[config.mk]
export PLATFORM = sky130hd
export DESIGN_NAME = ln_param_loader
export DESIGN_NICKNAME = d
export VERILOG_FILES = /design/src/rtl/ln_pkg.sv /design/src/rtl/ln_pair_unpack.sv /design/src/rtl/ln_param_loader.sv
export SDC_FILE = /design/constraint.sdc
export NUM_CORES = 1
export LEC_CHECK = 0
export ABC_AREA = 1
export BUFFER_PORTS_ARGS = -buffer_cell sky130_fd_sc_hd__buf_4
export CAP_MARGIN = 20
export CORE_AREA = 5 5 530 532
export CTS_CLUSTER_DIAMETER = 150
export CTS_CLUSTER_SIZE = 10
export DETAILED_ROUTE_END_ITERATION = 10
export DIE_AREA = 0 0 535 537
export PLACE_DENSITY_LB_ADDON = 0.1
export SETUP_SLACK_MARGIN = 0.3
export SLEW_MARGIN = 10
export SYNTH_ARGS = -nofsm -noshare
export SYNTH_HDL_FRONTEND = slang
export SYNTH_SLANG_ARGS = --single-unit
[constraint.sdc]
create_clock -name clk -period 3.7 [get_ports clk]
set_clock_uncertainty 0.1 [all_clocks]
set_input_delay 0.74 -clock clk [delete_from_list [all_inputs] [get_ports clk]]
set_output_delay 0.74 -clock clk [all_outputs]
set_load 0.01 [all_outputs]
[src/rtl/ln_pkg.sv]
// Shared definitions for the LN parameter loader: FSM encoding and the
// derived geometry (pairs per word, words per group, group byte stride).
package ln_pkg;

  typedef enum logic [2:0] {
    ST_IDLE = 3'd0,
    ST_REQ  = 3'd1,
    ST_RECV = 3'd2,
    ST_OUT  = 3'd3,
    ST_DONE = 3'd4
  } ln_state_e;

  // Weight/bias pairs carried by one read-data word.
  function automatic int calc_npw(input int axi_dw, input int bn_dw);
    return axi_dw / (2 * bn_dw);
  endfunction

  // Read-data words needed to fill one TOUT-channel group.
  function automatic int calc_wpg(input int tout, input int npw);
    return tout / npw;
  endfunction

  // Byte distance between consecutive groups in memory.
  function automatic int calc_stride(input int tout, input int bn_dw);
    return (tout * bn_dw * 2) / 8;
  endfunction

  // Bit offset of the weight half of pair k (low half of the pair).
  function automatic int pair_wt_off(input int k, input int bn_dw);
    return 2 * bn_dw * k;
  endfunction

  // Bit offset of the bias half of pair k (high half of the pair).
  function automatic int pair_bias_off(input int k, input int bn_dw);
    return 2 * bn_dw * k + bn_dw;
  endfunction

endpackage

[src/rtl/ln_pair_unpack.sv]
// Combinational split of one read-data word into NPW weight lanes and
// NPW bias lanes. Lane k of each output comes from pair k of the word.
module ln_pair_unpack
  import ln_pkg::*;
#(
  parameter int AXI_DW = 256,
  parameter int BN_DW  = 16
) (
  input  logic [AXI_DW-1:0]   word,
  output logic [AXI_DW/2-1:0] wt,
  output logic [AXI_DW/2-1:0] bias
);

  localparam int NPW = calc_npw(AXI_DW, BN_DW);

  for (genvar gi = 0; gi < NPW; gi++) begin : g_pair
    localparam int WO = pair_wt_off(gi, BN_DW);
    localparam int BO = pair_bias_off(gi, BN_DW);
    assign wt[gi*BN_DW +: BN_DW]   = word[WO +: BN_DW];
    assign bias[gi*BN_DW +: BN_DW] = word[BO +: BN_DW];
  end

endmodule

[src/rtl/ln_param_loader.sv]
// Fetches LayerNorm weight/bias parameters group by group: one burst read
// per TOUT-channel group, assembles the words into staging registers and
// presents the whole group on a valid/ready output. Only one group is in
// flight at a time, so the staging registers double as the output.
module ln_param_loader
  import ln_pkg::*;
#(
  parameter int AXI_DW = 256,
  parameter int BN_DW  = 16,
  parameter int TOUT   = 32,
  parameter int ADDR_W = 32
) (
  input  logic                  clk,
  input  logic                  rst_n,
  input  logic                  start,
  input  logic [15:0]           ch_padded,
  input  logic [ADDR_W-1:0]     base_addr,
  output logic                  rd_req_valid,
  input  logic                  rd_req_ready,
  output logic [ADDR_W-1:0]     rd_req_addr,
  output logic [7:0]            rd_req_len,
  input  logic                  rd_dat_valid,
  output logic                  rd_dat_ready,
  input  logic [AXI_DW-1:0]     rd_dat,
  output logic                  out_valid,
  input  logic                  out_ready,
  output logic [TOUT*BN_DW-1:0] out_wt,
  output logic [TOUT*BN_DW-1:0] out_bias,
  output logic                  out_last,
  output logic                  busy,
  output logic                  done
);

  localparam int NPW    = calc_npw(AXI_DW, BN_DW);
  localparam int WPG    = calc_wpg(TOUT, NPW);
  localparam int STRIDE = calc_stride(TOUT, BN_DW);
  localparam int WCW    = (WPG > 1) ? $clog2(WPG) : 1;
  localparam int LANE_W = AXI_DW / 2;
  localparam logic [WCW-1:0] W_LAST = WCW'(WPG - 1);

  ln_state_e state, state_next;

  logic [ADDR_W-1:0]     addr_reg;
  logic [15:0]           g_reg;
  logic [15:0]           last_g_reg;
  logic [WCW-1:0]        w_reg;
  logic [TOUT*BN_DW-1:0] wt_reg;
  logic [TOUT*BN_DW-1:0] bias_reg;
  logic [LANE_W-1:0]     word_wt;
  logic [LANE_W-1:0]     word_bias;
  logic [15:0]           groups;
  logic                  word_acc;
  logic                  out_acc;
  logic                  is_last_group;

  assign groups        = ch_padded / 16'(TOUT);
  assign word_acc      = (state == ST_RECV) && rd_dat_valid;
  assign out_acc       = (state == ST_OUT) && out_ready;
  assign is_last_group = (g_reg == last_g_reg);

  ln_pair_unpack #(
    .AXI_DW (AXI_DW),
    .BN_DW  (BN_DW)
  ) u_unpack (
    .word (rd_dat),
    .wt   (word_wt),
    .bias (word_bias)
  );

  // State register.
  always_ff @(posedge clk or negedge rst_n) begin
    if (!rst_n) state <= ST_IDLE;
    else        state <= state_next;
  end

  // Next-state decode.
  always_comb begin
    state_next = state;
    case (state)
      ST_IDLE: if (start) state_next = (ch_padded != 16'd0) ? ST_REQ : ST_DONE;
      ST_REQ:  if (rd_req_ready) state_next = ST_RECV;
      ST_RECV: if (rd_dat_valid && (w_reg == W_LAST)) state_next = ST_OUT;
      ST_OUT:  if (out_ready) state_next = is_last_group ? ST_DONE : ST_REQ;
      ST_DONE: state_next = ST_IDLE;
      default: state_next = ST_IDLE;
    endcase
  end

  // Handshake and status outputs decoded from the current state.
  always_comb begin
    rd_req_valid = 1'b0;
    rd_dat_ready = 1'b0;
    out_valid    = 1'b0;
    out_last     = 1'b0;
    busy         = 1'b1;
    done         = 1'b0;
    case (state)
      ST_IDLE: busy = 1'b0;
      ST_REQ:  rd_req_valid = 1'b1;
      ST_RECV: rd_dat_ready = 1'b1;
      ST_OUT: begin
        out_valid = 1'b1;
        out_last  = is_last_group;
      end
      ST_DONE: done = 1'b1;
      default: busy = 1'b0;
    endcase
  end

  // Group/word counters and the latched request address. The address is
  // advanced only on the out handshake so it stays put while REQ waits.
  always_ff @(posedge clk or negedge rst_n) begin
    if (!rst_n) begin
      addr_reg   <= '0;
      g_reg      <= '0;
      last_g_reg <= '0;
      w_reg      <= '0;
    end else begin
      if (state == ST_IDLE && start) begin
        addr_reg   <= base_addr;
        g_reg      <= '0;
        last_g_reg <= groups - 16'd1;
        w_reg      <= '0;
      end
      if (word_acc) begin
        w_reg <= (w_reg == W_LAST) ? '0 : w_reg + WCW'(1);
      end
      if (out_acc && !is_last_group) begin
        g_reg    <= g_reg + 16'd1;
        addr_reg <= addr_reg + ADDR_W'(STRIDE);
      end
    end
  end

  // Staging registers: word w lands in lanes [w*NPW +: NPW].
  always_ff @(posedge clk or negedge rst_n) begin
    if (!rst_n) begin
      wt_reg   <= '0;
      bias_reg <= '0;
    end else if (word_acc) begin
      for (int i = 0; i < WPG; i++) begin
        if (w_reg == WCW'(i)) begin
          wt_reg[i*LANE_W +: LANE_W]   <= word_wt;
          bias_reg[i*LANE_W +: LANE_W] <= word_bias;
        end
      end
    end
  end

  assign rd_req_addr = addr_reg;
  assign rd_req_len  = 8'(WPG - 1);
  assign out_wt      = wt_reg;
  assign out_bias    = bias_reg;

endmodule

* After elaboration in Yosys (flattened, before gate mapping)
Cells that the tools add are included.
Storage, ports and cells: flip-flop bits (word level) 1093, latch bits 0, bits in writable memories 0, bits in read-only memories 0, input bits 310, output and inout bits 1070, logic and storage cells 66, memories 0
Cells by class: add/sub/neg operators 4, multipliers 0, divide/modulo/power cells 0, order comparisons 0, equal/unequal tests 12, shifts and indexed selects 0, muxes and demuxes 20, bitwise operators 0, reduce and logical (&&, ||, !) cells 17
Operators with widths (count):
- $mux W32 | 2
- $add A32 B8 Y32 const B | 1
- $mux W16 | 2
- $mux W3 | 6
- $add A16 B1 Y16 const B | 1
- $eq A16 B16 Y1 | 1
- $reduce_bool A16 Y1 | 1
- $pmux W3 S4 | 1
- $sub A11 B1 Y12 const B | 1
- $reduce_and A2 Y1 | 4
- $eq A3 B2 Y1 const B | 2
- $mux W1 | 6
- $mux W2 | 3
- $ne A2 B2 Y1 const B | 3
- $logic_and A1 B1 Y1 | 5
- $eq A2 B2 Y1 const B | 2
- $reduce_and A4 Y1 | 1
- $reduce_bool A2 Y1 | 2
- $reduce_or A4 Y1 | 1
- $eq A3 B1 Y1 const B | 1
- $eq A3 B3 Y1 const B | 1
- $logic_not A3 Y1 | 1
- $add A2 B1 Y2 const B | 1
- $eq A2 B1 Y1 const B | 1
- 3 further kinds | 3

* Depth between registers and ports, before layout
depth after elaboration 4, gate-level depth with buffers 13, mapped depth without buffers 11

* Cells and area by module
From an unflattened synthesis, not the netlist that was laid out.
Unflattened totals: cells, all modules 4440, area, all modules 42828.6 um^2
Modules (own cells, without submodules):
- ln_param_loader | instances 1, cells an instance 4184, area each 40906.7 um^2, sequential area each 27251.1 um^2
- ln_pair_unpack | instances 1, cells an instance 256, area each 1921.8 um^2, sequential area each 0.0 um^2

* Worst setup path before layout
OpenSTA, ideal clock, no wires.
path type register to output, from reg state[1], to out busy, arrival 1.080 ns, data required time 2.860 ns, setup slack 1.780 ns, stages on the path, launching flop included 6, buffers on the path 0, path through dfrtp_1 -> nor3_1 -> inv_1 -> nand2_1 -> nor2_1 -> nand2_1
Between the ends: cells in the longest elaborated chain, start to end 3, elaborated cells on any way between the ends 6, those cells by class eq/ne: 4; mux: 1; reduce/logical: 1
Ends and longest elaborated chain:
- start, declared | line ln_param_loader.sv:41 | ln_state_e state, state_next;
- start signal, assigned | line ln_param_loader.sv:73 | else state <= state_next;
- $eq A3 B2 Y1, or another cell as far along | line ln_param_loader.sv:97 | case (state)
- $reduce_or A4 Y1 (no line) (*)
- $mux W1 (*) | line ln_param_loader.sv:97
- end, declared | line ln_param_loader.sv:30 | output logic busy,
Mark *: on every way between the ends. The rest lies on a longest branch, timed or not.

* Final worst setup path
from reg g_reg[8], to out out_last
Between the ends: cells in the longest elaborated chain, start to end 2
Ends and longest elaborated chain:
- start, declared | line ln_param_loader.sv:44 | logic [15:0] g_reg;
- start signal, assigned | line ln_param_loader.sv:129 | g_reg <= g_reg + 16'd1;
- $eq A16 B16 Y1 | line ln_param_loader.sv:59 | assign is_last_group = (g_reg == last_g_reg);
- $mux W1 | line ln_param_loader.sv:97
- end, declared | line ln_param_loader.sv:29 | output logic out_last,
No other way between the ends.

==> impl_metrics.py <==
metrics = {
    "clocking": {
        "cts.sinks": 1089,
        "cts_resized": 0,
        "hold_buffers": 21,
        "cts_tree": "built",
        "clk_path_buf_depth": 3,
        "postCtsSetupBuffers": 0,
        "clk_latency_ns": 0.77,
        "cts-root-buf": "clkbuf_16",
        "htree_levels": 3,
        "numCtsBuffers": 119,
        "path_clk_slew_ns": 0.06,
    },
    "power_and_ir_drop": {
        "p_leak_uw": 0.02952,
        "peakVddDrop_v": 0.0003559,
        "power_density_mw_per_mm2": 817.8,
    },
    "sta": {
        "setup-violations-final": 0,
        "tns_ns": 0,
        "hold_viol": 0,
        "fmaxAchievable_mhz": 332.2,
        "worst_pin_slew_ns": 0.8207,
        "grt_setup_unrepaired": "false",
        "slew_violations": 0,
        "slew_headroom": 0.4495,
        "fin_crit_ns": 3.010,
        "finalCritPeriodShare": 0.8136,
    },
    "floorplanning": {
        "num_rows": 193,
        "chipWidth_um": 535,
        "core_area_mm2": 0.2755,
        "ios": 1380,
        "die_height_um": 537,
        "fp.dieArea_mm2": 0.2873,
        "start_util": 0.1488,
    },
    "min_path": {
        "whs_path_depth": 3,
        "min_from": "base_addr[15]",
        "whs_endpoint": "rd_req_addr[15]",
        "hp-class": "primary input to flop",
    },
    "setup_path": {
        "r2r_cells": 10,
        "required_ns": 2.86,
        "rrSetupSlack_ns": 1.15,
        "arrival_ns": 2.17,
        "worst_setup_path_end_kind": "output pin",
        "timing.rr.end": "out_bias[247]",
        "critPathLaunchType": "flop",
        "path_max_fanout": 5,
        "path_class": "flop to output pin",
        "rr_startpoint": "state[1]",
    },
    "logic_synthesis": {
        "synth_fa_ha_area_frac": 0.002137,
        "syn_inst": 4188,
        "ys_warn_count": 0,
        "ys_top_cells_by_count": "nand2_1, dfrtp_1, o21ai_0, inv_1, buf_2",
        "synthesis.area_mm2": 0.04099,
        "ys_seq_area_frac": 0.6649,
        "yosysTopAreaCellShare": 0.6649,
        "syn_avg_cell_area_um2": 9.787,
        "synthMuxAreaShare": 0,
        "synth_edf_count": 0,
        "synth_cell_type_count": 30,
        "synth_top_family_by_area": "simple AND/OR/NAND/NOR gates",
        "yosys_most_used_dff": "dfrtp_1",
        "synth-xor-area-share": 0.007693,
        "synth_area_leaders": "dfrtp_1, o21ai_0, nand2_1",
        "yosys.area.top_type": "dfrtp_1",
        "synth_most_common_cell": "nand2_1",
        "async_flop_share": 1.000,
        "synthSimpleGateAreaFrac": 0.1374,
        "synth_compound_area_frac": 0.1293,
        "synth-seq-cells": 1089,
    },
    "routing": {
        "dr.first_iter.drc_count": 1873,
        "first_pass_iters": 5,
        "route.detailed.drc": 0,
        "viasPerCell": 3.684,
        "drtAntennaViolNets": 0,
        "routed_wirelength_mm": 217.5,
        "avgRoutedWirePerCell_um": 23.44,
        "vias": 34186,
    },
    "placed_design": {
        "dp_cells": 9116,
        "gp_congestion": 0.7892,
        "dp.final_hpwl_mm": 168.3,
        "port-buffer-count": 1371,
    },
    "grt": {
        "grt_max_degree": 108,
        "grtUsageTotal": 0.1454,
        "grt_pass1_wl_mm": 298.4,
        "grt_overflow": 0,
        "grt_pass1_vias": 35094,
        "grt_antenna_before_repair": 47,
    },
    "finish": {
        "drive_gt1_frac": 0.2907,
        "syn2layout_area_growth_pct": 44.87,
        "fin_util": 0.2155,
        "final_nets": 5870,
        "n_fill_cell": 30532,
        "seq_area_mm2": 0.02725,
        "fin_cells": 9279,
        "multi_input_area_mm2": 0.01140,
    },
    "status": {
        "status": "complete, no violations",
    },
    "run": {
        "cap_violations": 0,
    },
}
worst max-delay path by stage:
| stage | start | endpoint | slack [ns] | cells past startpoint |
|---|---|---|---|---|
| after floorplan | state[1] | busy | 1.78 | 5 |
| after global placement | rd_dat_valid | out_wt[175] | 0.89 | 7 |
| after detailed placement | rd_dat_valid | out_wt[175] | 0.91 | 7 |
| after CTS | g_reg[8] | out_last | 0.51 | 9 |
| after global routing | g_reg[8] | out_last | 0.39 | 9 |
| final | g_reg[8] | out_last | 0.69 | 9 |
worst max-delay path, stage by stage, from the launching register on:
cell and delay [ns]:
dfrtp_1 0.42, inv_1 0.10, nand2_1 0.06, nand2_1 0.04, nor2_1 0.11, nand2_1 0.10, nor2_2 0.15, nand3_1 0.20
inv_1 0.11, buf_4 0.12
per-stage QoR:
step,area [um^2],worst slack [ns],power [uW],hold slack (ns)
detailed placement,55950,0.9077,38340,0.3713
CTS,59350,0.5123,49760,0.004642
global placement,55950,0.8945,38200,0.3669
floorplan,41010,1.780,25690,0.3444
finish,59380,0.6896,48560,0.1287
global route,59360,0.3946,51950,0.04838
cells by family (layout without fill, tap and decap cells):
kind of cell | Yosys count | in the layout
AO/OA/AOI/OAI | 1057 | 1057
AND/OR/NAND/NOR | 1433 | 1433
XOR/XNOR | 36 | 36
adder cells (fa/ha/maj) | 7 | 7
flip-flops | 1089 | 1089
other | 2 | 20
buffers and inverters | 564 | 1932
layout by cell type, fill, tap and decap left out, types with 25 or more instances in the layout:
master / instances
o21ai_0: 942
xor2_1: 25
nand3_1: 107
buf_12: 35
buf_4: 1435
dfrtp_1: 1089
nor2_1: 65
clkbuf_16: 120
o21ai_1: 110
nand2_1: 1222
inv_1: 305
layer usage:
| metal | GRT usage | routed length, um | vias up |
|---|---|---|---|
| met5 | 0 | 232 | - |
| met4 | 0.02931 | 4419 | 34 |
| met3 | 0.06083 | 20580 | 237 |
| met2 | 0.2464 | 104400 | 1118 |
| met1 | 0.1725 | 87900 | 16638 |
| li1 | - | - | 16159 |
final cells by class:
type / count / area share
clock buffers: 122 / 0.05087
clock inverters: 8 / 0.002887
well taps: 3705 / 0.07807
diodes: 12 / 0.0005057
flip-flops and latches: 1089 / 0.4589
repair buffers: 1492 / 0.1970
multi-input cells: 2541 / 0.1920
inverters: 310 / 0.01968
where the power goes:
group          internal, uW  switching [uW]  leakage [uW]
Clock                  5730            5190       0.00155
Combinational          7880           10100        0.0139
Sequential            16400            3220        0.0141
Total                 30000           18500        0.0295
(Power assumes the default switching activity.)
